`config.mk`:
```
export PLATFORM = sky130hd
export DESIGN_NAME = vedic_mul_pipe
export DESIGN_NICKNAME = d
export VERILOG_FILES = /design/src/rtl/vedic_pkg.sv /design/src/rtl/vedic_mul_2x2.sv /design/src/rtl/vedic_mul_pipe.sv
export SDC_FILE = /design/constraint.sdc
export NUM_CORES = 1
export LEC_CHECK = 0
export CORE_ASPECT_RATIO = 0.5
export CORE_MARGIN = 3
export CORE_UTILIZATION = 53
export CTS_CLUSTER_DIAMETER = 60
export DETAILED_ROUTE_END_ITERATION = 10
export GPL_ROUTABILITY_DRIVEN = 0
export HOLD_SLACK_MARGIN = 0.15
export PLACE_DENSITY_LB_ADDON = 0.3
export SLEW_MARGIN = 20
export SYNTH_ARGS = -nofsm -noshare
export SYNTH_HDL_FRONTEND = slang
export SYNTH_SLANG_ARGS = --single-unit
```
`constraint.sdc`:
```
create_clock -name clk -period 7.6 [get_ports clk]
set_input_delay 1.14 -clock clk [delete_from_list [all_inputs] [get_ports clk]]
set_output_delay 1.14 -clock clk [all_outputs]
set_load 0.03 [all_outputs]
```
`src/rtl/vedic_pkg.sv`:
```
// Shared constants and elaboration-time helpers for the pipelined Vedic multiplier.
package vedic_pkg;

   localparam int LEAF_W = 2;

   function automatic int clog2(input int v);
      int r;
      r = 0;
      for (int x = 1; x < v; x = x << 1) begin
         r = r + 1;
      end
      return r;
   endfunction

   // Capture stage + leaf stage + one stage per combine level + sign stage.
   function automatic int vedic_lat(input int width);
      return clog2(width) + 2;
   endfunction

   // Four width-k sub-products merge into one width-2k product per level.
   function automatic int comb_width(input int k);
      return 2 * k;
   endfunction

endpackage

```
`src/rtl/vedic_mul_2x2.sv`:
```
// Combinational 2x2 Urdhva-Tiryagbhyam leaf: vertical and crosswise products of two 2-bit digits.
module vedic_mul_2x2 (
   input  logic [1:0] a,
   input  logic [1:0] b,
   output logic [3:0] q
);

   logic w_p0;
   logic w_p1;
   logic w_p2;
   logic w_p3;
   logic w_c1;

   assign w_p0 = a[0] & b[0];
   assign w_p1 = a[1] & b[0];
   assign w_p2 = a[0] & b[1];
   assign w_p3 = a[1] & b[1];
   assign w_c1 = w_p1 & w_p2;

   assign q = {w_p3 & w_c1, w_p3 ^ w_c1, w_p1 ^ w_p2, w_p0};

endmodule

```
`src/rtl/vedic_mul_pipe.sv`:
```
// Pipelined sign-magnitude Vedic multiplier: 2x2 leaves merged recursively, one register per level,
// with valid/ready flow control where every stage freezes while the output is back-pressured.
module vedic_mul_pipe
   import vedic_pkg::*;
#(
   parameter int WIDTH = 8
) (
   input  logic                 clk,
   input  logic                 rst,
   input  logic                 in_valid,
   output logic                 in_ready,
   input  logic [WIDTH-1:0]     a,
   input  logic [WIDTH-1:0]     b,
   input  logic                 is_signed,
   output logic                 q_valid,
   input  logic                 q_ready,
   output logic [2*WIDTH-1:0]   q
);

   localparam int LAT = vedic_lat(WIDTH);
   localparam int N   = LAT - 2;
   localparam int PW  = comb_width(WIDTH);

   logic             w_adv;
   logic             w_accept;
   logic             w_neg;
   logic [WIDTH-1:0] w_mag_a;
   logic [WIDTH-1:0] w_mag_b;
   logic [PW-1:0]    w_p;

   logic [WIDTH-1:0] r_mag_a;
   logic [WIDTH-1:0] r_mag_b;
   // Index 0 is the capture stage, index gi the register of combine level gi.
   logic [N:0]       r_v;
   logic [N:0]       r_n;
   logic             r_qv;
   logic [PW-1:0]    r_q;

   assign w_adv    = !r_qv || q_ready;
   assign in_ready = w_adv && !rst;
   assign w_accept = in_valid && in_ready;

   // -2^(WIDTH-1) negates to itself, which reads correctly as an unsigned magnitude.
   assign w_mag_a = (is_signed && a[WIDTH-1]) ? -a : a;
   assign w_mag_b = (is_signed && b[WIDTH-1]) ? -b : b;
   assign w_neg   = is_signed && (a[WIDTH-1] ^ b[WIDTH-1]);

   always_ff @(posedge clk) begin
      if (rst) begin
         r_v  <= '0;
         r_qv <= 1'b0;
         r_q  <= '0;
      end else if (w_adv) begin
         r_v  <= {r_v[N-1:0], w_accept};
         r_qv <= r_v[N];
         r_q  <= r_n[N] ? -w_p : w_p;
      end
   end

   always_ff @(posedge clk) begin
      if (w_adv) begin
         r_mag_a <= w_mag_a;
         r_mag_b <= w_mag_b;
         r_n     <= {r_n[N-1:0], w_neg};
      end
   end

   genvar gi, gj, gk;
   generate
      for (gi = 1; gi <= N; gi++) begin : g_lvl
         localparam int K   = 1 << gi;
         localparam int NB  = WIDTH / K;
         localparam int PWL = comb_width(K);

         logic [NB*NB*PWL-1:0] w_prod;
         logic [NB*NB*PWL-1:0] r_prod;

         if (gi == 1) begin : g_leaf
            for (gj = 0; gj < NB; gj++) begin : g_row
               for (gk = 0; gk < NB; gk++) begin : g_col
                  vedic_mul_2x2 u_leaf (
                     .a (r_mag_a[LEAF_W*gj +: LEAF_W]),
                     .b (r_mag_b[LEAF_W*gk +: LEAF_W]),
                     .q (w_prod[(gj*NB+gk)*PWL +: PWL])
                  );
               end
            end
         end else begin : g_comb
            localparam int H = K / 2;
            for (gj = 0; gj < NB; gj++) begin : g_row
               for (gk = 0; gk < NB; gk++) begin : g_col
                  logic [K-1:0] w_hh;
                  logic [K-1:0] w_hl;
                  logic [K-1:0] w_lh;
                  logic [K-1:0] w_ll;
                  logic [K:0]   w_mid;

                  // Previous level is a (2*NB)x(2*NB) grid of K-bit products, row = a block.
                  assign w_hh = g_lvl[gi-1].r_prod[((2*gj+1)*2*NB + 2*gk+1)*K +: K];
                  assign w_hl = g_lvl[gi-1].r_prod[((2*gj+1)*2*NB + 2*gk  )*K +: K];
                  assign w_lh = g_lvl[gi-1].r_prod[((2*gj  )*2*NB + 2*gk+1)*K +: K];
                  assign w_ll = g_lvl[gi-1].r_prod[((2*gj  )*2*NB + 2*gk  )*K +: K];

                  assign w_mid = {1'b0, w_hl} + {1'b0, w_lh};

                  assign w_prod[(gj*NB+gk)*PWL +: PWL] =
                        {w_hh, {K{1'b0}}}
                      + {{(H-1){1'b0}}, w_mid, {H{1'b0}}}
                      + {{K{1'b0}}, w_ll};
               end
            end
         end

         always_ff @(posedge clk) begin
            if (w_adv) begin
               r_prod <= w_prod;
            end
         end
      end
   endgenerate

   assign w_p     = g_lvl[N].r_prod;
   assign q_valid = r_qv;
   assign q       = r_q;

endmodule

```
=== After elaboration in Yosys (flattened, before gate mapping) ===
Cells that the tools add are included.

* Flip-flop bits (word level): 153
* Bits of input ports: 21
* Output and inout bits: 18
* Word-level logic and storage cells: 167

* Add/subtract/negate cells: 18
* Mux-type cells: 3
* Bitwise logic cells: 129
* Reduce and logical (&&, ||, !) cells: 8

{| class="wikitable"
|+ Operators with widths
! operator !! number
|-
| bitwise AND 1 bit || 96
|-
| XOR 1 bit || 33
|-
| adder 8 x 4 -> 8 bit || 4
|-
| adder 8 x 7 -> 8 bit || 4
|-
| adder 4 x 4 -> 5 bit || 4
|-
| adder 16 x 13 -> 16 bit || 1
|-
| adder 16 x 8 -> 16 bit || 1
|-
| 2-to-1 mux 16 bit || 1
|-
| 2-to-1 mux 8 bit || 2
|-
| negator 16 bit || 1
|-
| negator 8 bit || 2
|-
| adder 8 x 8 -> 9 bit || 1
|-
| logical AND 1 bit || 5
|-
| logical NOT 1 bit || 2
|-
| logical OR 1 bit || 1
|}

=== Longest topological paths before layout ===
* Depth after elaboration: 4
* Mapped depth: 14
* Depth with buffers taken out: 14

=== By module ===
Synthesis repeated with hierarchy kept, for this count alone.

* Cell total of the unflattened synthesis: 632
* Area total of the unflattened synthesis: 8042.7 um2

{| class="wikitable"
|+ By module, submodules not included
! module !! times used !! cells an instance !! area an instance (um2) !! sequential area each (um2)
|-
| vedic_mul_pipe || 1 || 520 || 7121.8 || 4384.2
|-
| vedic_mul_2x2 || 16 || 7 || 57.6 || 0.0
|}

=== Worst setup path before layout ===
OpenSTA, ideal clock, no wires.

* Path type: input to register
* From: in q_ready
* To: reg g_lvl[1].r_prod[0], enable pin
* Setup time: 0.548 ns
* Arrival: 5.246 ns
* Required time: 7.052 ns
* Slack: 1.806 ns
* Cell stages on the path: 4
* Buffers on the path: 2
* Cell sequence: nor2b_1 -> clkbuf_1 -> inv_2 -> clkbuf_1

* Cells in the longest elaborated chain, start to end: 1

{| class="wikitable"
|+ Ends and longest elaborated chain
! what !! line !! text
|-
| start, declared || vedic_mul_pipe.sv:16 || <nowiki>input logic q_ready,</nowiki>
|-
| logical OR 1 bit || vedic_mul_pipe.sv:39 || <nowiki>assign w_adv = !r_qv || q_ready;</nowiki>
|-
| end signal, assigned || vedic_mul_pipe.sv:116 || <nowiki>r_prod <= w_prod;</nowiki>
|-
| end, declared || vedic_mul_pipe.sv:76 || <nowiki>logic [NB*NB*PWL-1:0] r_prod;</nowiki>
|}

No other way between the ends.
A chain may end at the register's enable or synchronous reset.

=== Worst setup path in the final report ===
* From: in rst
* To: out in_ready

* Cells in the longest elaborated chain, start to end: 2

{| class="wikitable"
|+ Ends and longest elaborated chain
! what !! line !! text
|-
| start, declared || vedic_mul_pipe.sv:9 || <nowiki>input logic rst,</nowiki>
|-
| logical NOT 1 bit || vedic_mul_pipe.sv:40 || <nowiki>assign in_ready = w_adv && !rst;</nowiki>
|-
| logical AND 1 bit || vedic_mul_pipe.sv:40 ||
|-
| end, declared || vedic_mul_pipe.sv:11 || <nowiki>output logic in_ready,</nowiki>
|}

No other way between the ends.

==> impl_metrics.prom <==
# TYPE chip_impl_metric gauge
chip_impl_metric{name="post_place_setup_slack",unit="ns"} 3.614
chip_impl_metric{name="switching_share",unit="%"} 32.04
chip_impl_metric{name="synth_compound_gate_area_share",unit="%"} 7.811
chip_impl_metric{name="core_area",unit="mm^2"} 0.01408
chip_impl_metric{name="worstMarginPinSlew",unit="ns"} 0.9676
chip_impl_metric{name="synthesis.instances",unit=""} 620
chip_impl_metric{name="initial_utilization",unit="%"} 56.44
chip_impl_info{name="tritoncts",value="done"} 1
chip_impl_metric{name="synth_sequential_area_ratio",unit="%"} 55.18
chip_impl_metric{name="synthXorXnorAreaFrac",unit="%"} 7.055
chip_impl_metric{name="place_inst",unit=""} 844
chip_impl_metric{name="irDropWorstVdd",unit="mV"} 0.2287
chip_impl_metric{name="final_core_utilization",unit="%"} 64.76
chip_impl_metric{name="p_leak",unit="nW"} 4.031
chip_impl_metric{name="dpl_cell_area",unit="mm^2"} 0.008552
chip_impl_metric{name="dpl.hpwl",unit="um"} 9341
chip_impl_metric{name="synthAdderAreaFrac",unit="%"} 16.69
chip_impl_metric{name="port_buffers",unit=""} 38
chip_impl_metric{name="synth_mux_area_share",unit="%"} 0.4094
chip_impl_metric{name="first_pass_iters",unit=""} 4
chip_impl_metric{name="finish.instance_area",unit="mm^2"} 0.009116
chip_impl_metric{name="worst_clock_skew",unit="ns"} 0.01138
chip_impl_metric{name="drt-vias-per-instance",unit=""} 5.307
chip_impl_metric{name="wl_per_cell",unit="um"} 14.94
chip_impl_info{name="status",value="completed"} 1
chip_impl_metric{name="leftover_overflow_at_the_end_of_global_routing",unit=""} 0
chip_impl_metric{name="instances_no_fill",unit=""} 876
chip_impl_metric{name="die_y",unit="um"} 92.58
chip_impl_metric{name="placement_rows",unit=""} 30
chip_impl_metric{name="vias",unit=""} 4649
chip_impl_metric{name="yosys_warnings",unit=""} 0
chip_impl_metric{name="die_w",unit="um"} 179.2
chip_impl_metric{name="cellInternalPower",unit="mW"} 2.059
chip_impl_metric{name="grt_start_max_net_pins",unit=""} 88
chip_impl_metric{name="number_of_global_route_vias_before_repair",unit=""} 4658
chip_impl_metric{name="total_power",unit="mW"} 3.030
chip_impl_metric{name="setup_ws",unit="ns"} 3.615
chip_impl_metric{name="die-area",unit="mm^2"} 0.01658
chip_impl_metric{name="number_of_antenna_violations_at_the_first_check_in_global_routing",unit=""} 0
chip_impl_metric{name="synth_seq_cells",unit=""} 153
chip_impl_metric{name="grtUsageTotal",unit="%"} 17.18
chip_impl_metric{name="grt_first_pass_wirelength",unit="um"} 21890
chip_impl_metric{name="power.share.clock",unit="%"} 26.7
chip_impl_info{name="busiest_layer",value="met2"} 1
chip_impl_metric{name="p_seq_share",unit="%"} 41.8
chip_impl_info{name="path_cells",value="clkdlybuf4s50_1 > nor2_1 > clkdlybuf4s50_1"} 1
chip_impl_metric{name="worst_setup_hold_path_clk_slew",unit="ns"} 0.06
chip_impl_metric{name="crit_path_max_incr_delay",unit="ns"} 0.79
chip_impl_metric{name="syn-mean-instance-area",unit="um^2"} 12.81
chip_impl_metric{name="floorplan.io_pins",unit=""} 39
chip_impl_metric{name="synthToLayoutAreaGrowth",unit="%"} 14.74
chip_impl_info{name="final_common_cell",value="edfxtp_1"} 1
chip_impl_info{name="critical_path_class",value="input port to primary output"} 1
chip_impl_info{name="grt_setup_unrepaired",value="no"} 1
chip_impl_metric{name="wl",unit="um"} 13090
chip_impl_metric{name="hold_buffers",unit=""} 0
chip_impl_metric{name="tritoncts_num_sinks",unit=""} 153
chip_impl_metric{name="cts_resized",unit=""} 0
chip_impl_metric{name="fraction_of_final_layout_cells_sized_beyond_drive_strength_1",unit="%"} 5.556
chip_impl_metric{name="hold_slack",unit="ns"} 0.4202
chip_impl_metric{name="r2r_slack",unit="ns"} 4.54
chip_impl_metric{name="timing.critical_path.required",unit="ns"} 6.46
chip_impl_metric{name="clock_tree.buffer_depth",unit=""} 2
chip_impl_metric{name="clk-insertion-delay-late",unit="ns"} 0.41
chip_impl_metric{name="tns",unit="ns"} 0
chip_impl_metric{name="cts-htree-levels",unit=""} 4
chip_impl_metric{name="setup-violations-final",unit=""} 0
chip_impl_metric{name="switching_component_of_the_power",unit="mW"} 0.9708
chip_impl_metric{name="timing.critical_path.fanout_max",unit=""} 22
chip_impl_metric{name="use_met3",unit="%"} 3.767
chip_impl_metric{name="route.antenna.remaining_nets",unit=""} 0
chip_impl_info{name="cts_root_buffer",value="clkbuf_16"} 1
chip_impl_info{name="critical_path_slowest_stage_cell",value="clkdlybuf4s50_1"} 1
chip_impl_metric{name="achievable-frequency",unit="MHz"} 250.9
chip_impl_metric{name="cts_setup_buffers",unit=""} 0
chip_impl_metric{name="max_cap_viol_count",unit=""} 0
chip_impl_metric{name="timing.critical_path.arrival",unit="ns"} 2.85
chip_impl_metric{name="synthSimpleGateAreaFrac",unit="%"} 11.20
chip_impl_metric{name="power.density_cell_area",unit="mW/mm^2"} 332.4
chip_impl_info{name="hold_class",value="register to register"} 1
chip_impl_metric{name="grt.met2_usage",unit="%"} 26.86
chip_impl_metric{name="timing.final.hold_violations",unit=""} 0
chip_impl_metric{name="max-slew-margin-rel",unit="%"} 35.49
chip_impl_metric{name="comb_power_share",unit="%"} 31.5
chip_impl_metric{name="inserted_clock_buffers",unit=""} 17
chip_impl_info{name="worstSetupEndpointType",value="primary output"} 1
chip_impl_info{name="critical_path.most_common_cell",value="clkdlybuf4s50_1"} 1
chip_impl_info{name="start_kind",value="input port"} 1
chip_impl_metric{name="final_max_slew_viol_count",unit=""} 0
chip_impl_metric{name="ys_types",unit=""} 40
chip_impl_metric{name="n_antenna_cell",unit=""} 0
chip_impl_metric{name="post_synth_instance_area",unit="mm^2"} 0.007945
chip_impl_metric{name="fraction_of_the_cycle_the_final_worst_path_needs",unit="%"} 52.43
chip_impl_metric{name="nets",unit=""} 792
chip_impl_info{name="largest_family_of_logic_cells_by_synthesized_area",value="adder cells"} 1
chip_impl_metric{name="min_period",unit="ns"} 3.985
chip_impl_info{name="layout_common_cells",value="edfxtp_1, ha_1, and2_1"} 1
chip_impl_metric{name="drt_iter0_drc",unit=""} 255
chip_impl_metric{name="synth_nets",unit=""} 741
chip_impl_metric{name="grt_use_met1",unit="%"} 22.90
chip_impl_metric{name="route.detailed.drc",unit=""} 0
==> power groups by stage <==
stage	clock, mW	sequential [mW]	combinational [mW]
5_1_grt	0.861	1.29	1.08
3_3_place_gp	0	1.28	0.927
4_1_cts	0.823	1.27	0.959
2_1_floorplan	0	1.29	0.686
6_report	0.808	1.27	0.955
3_5_place_dp	0	1.28	0.947
==> routing by layer <==
layer,up-vias,share of wire (%)
li1,2344,-
met1,2174,48
met2,106,44
met3,25,5.0
met4,0,2.6
met5,-,0
==> layout make-up <==
type	instances	area, um^2
sequential	153	4384
inverter	28	110.1
tap	192	240.2
fill	1033	4960
clock inverter	13	111.4
clock buffer	19	452.9
timing repair buffer	39	387.9
multi-input combinational	432	3430
==> path summary, 6_finish.rpt <==
check                          start                  end  cells past startpoint
setup / recovery                 rst             in_ready                      3
hold / removal    g_lvl[1].r_prod[1]   g_lvl[2].r_prod[1]                      0
setup reg to reg  g_lvl[2].r_prod[8]  g_lvl[3].r_prod[15]                     13
hold reg to reg   g_lvl[1].r_prod[1]   g_lvl[2].r_prod[1]                      0
==> cells in the mapped netlist, drive strengths merged <==
library cell / count / area (um^2)
nor2: 42 / 157.7
nand2: 27 / 101.4
xor2: 35 / 306.5
a211oi: 18 / 135.1
nor4: 4 / 40.04
o21bai: 5 / 37.54
dfxtp: 21 / 420.4
o211ai: 2 / 15.01
buf: 2 / 7.510
and2: 66 / 412.9
or3: 2 / 17.52
fa: 10 / 200.2
nand3: 4 / 20.02
o2111ai: 2 / 17.52
or4: 1 / 11.26
nor3: 9 / 45.04
inv: 28 / 105.1
a21oi: 34 / 170.2
mux2: 2 / 22.52
a31oi: 2 / 12.51
clkbuf: 5 / 18.77
and3: 1 / 6.260
edfxtp: 132 / 3964
mux2i: 1 / 10.01
ha: 90 / 1126
nand2b: 3 / 18.77
o41ai: 2 / 25.03
o21ai: 13 / 65.06
o31ai: 4 / 30.03
a21o: 14 / 105.1
nand4: 1 / 6.260
xnor2: 29 / 254.0
nor2b: 6 / 37.54
a21boi: 1 / 7.510
nand3b: 2 / 15.01
==> worst max-delay path, delay by kind of cell <==
family	cells	cell delay [ns]
buf+inv	2	1.48
simple gates	1	0.23
==> registers in the layout (all words and copies together) (netlist names) <==
register      cells
g_lvl.r_prod    112
q                16
q_valid           1
r_mag_a           8
r_mag_b           8
r_n               4
r_v               4
==> kinds of logic (layout without fill, tap and decap cells) <==
group / count (synthesis) / in the layout
multiplexers: 3 / 3
AO/OA/AOI/OAI: 97 / 97
buffers and inverters: 35 / 99
XOR/XNOR: 64 / 64
adder cells (fa/ha/maj): 100 / 100
flip-flops: 153 / 153
AND/OR/NAND/NOR: 168 / 168
No activity file was read; power rests on OpenSTA's default activity.
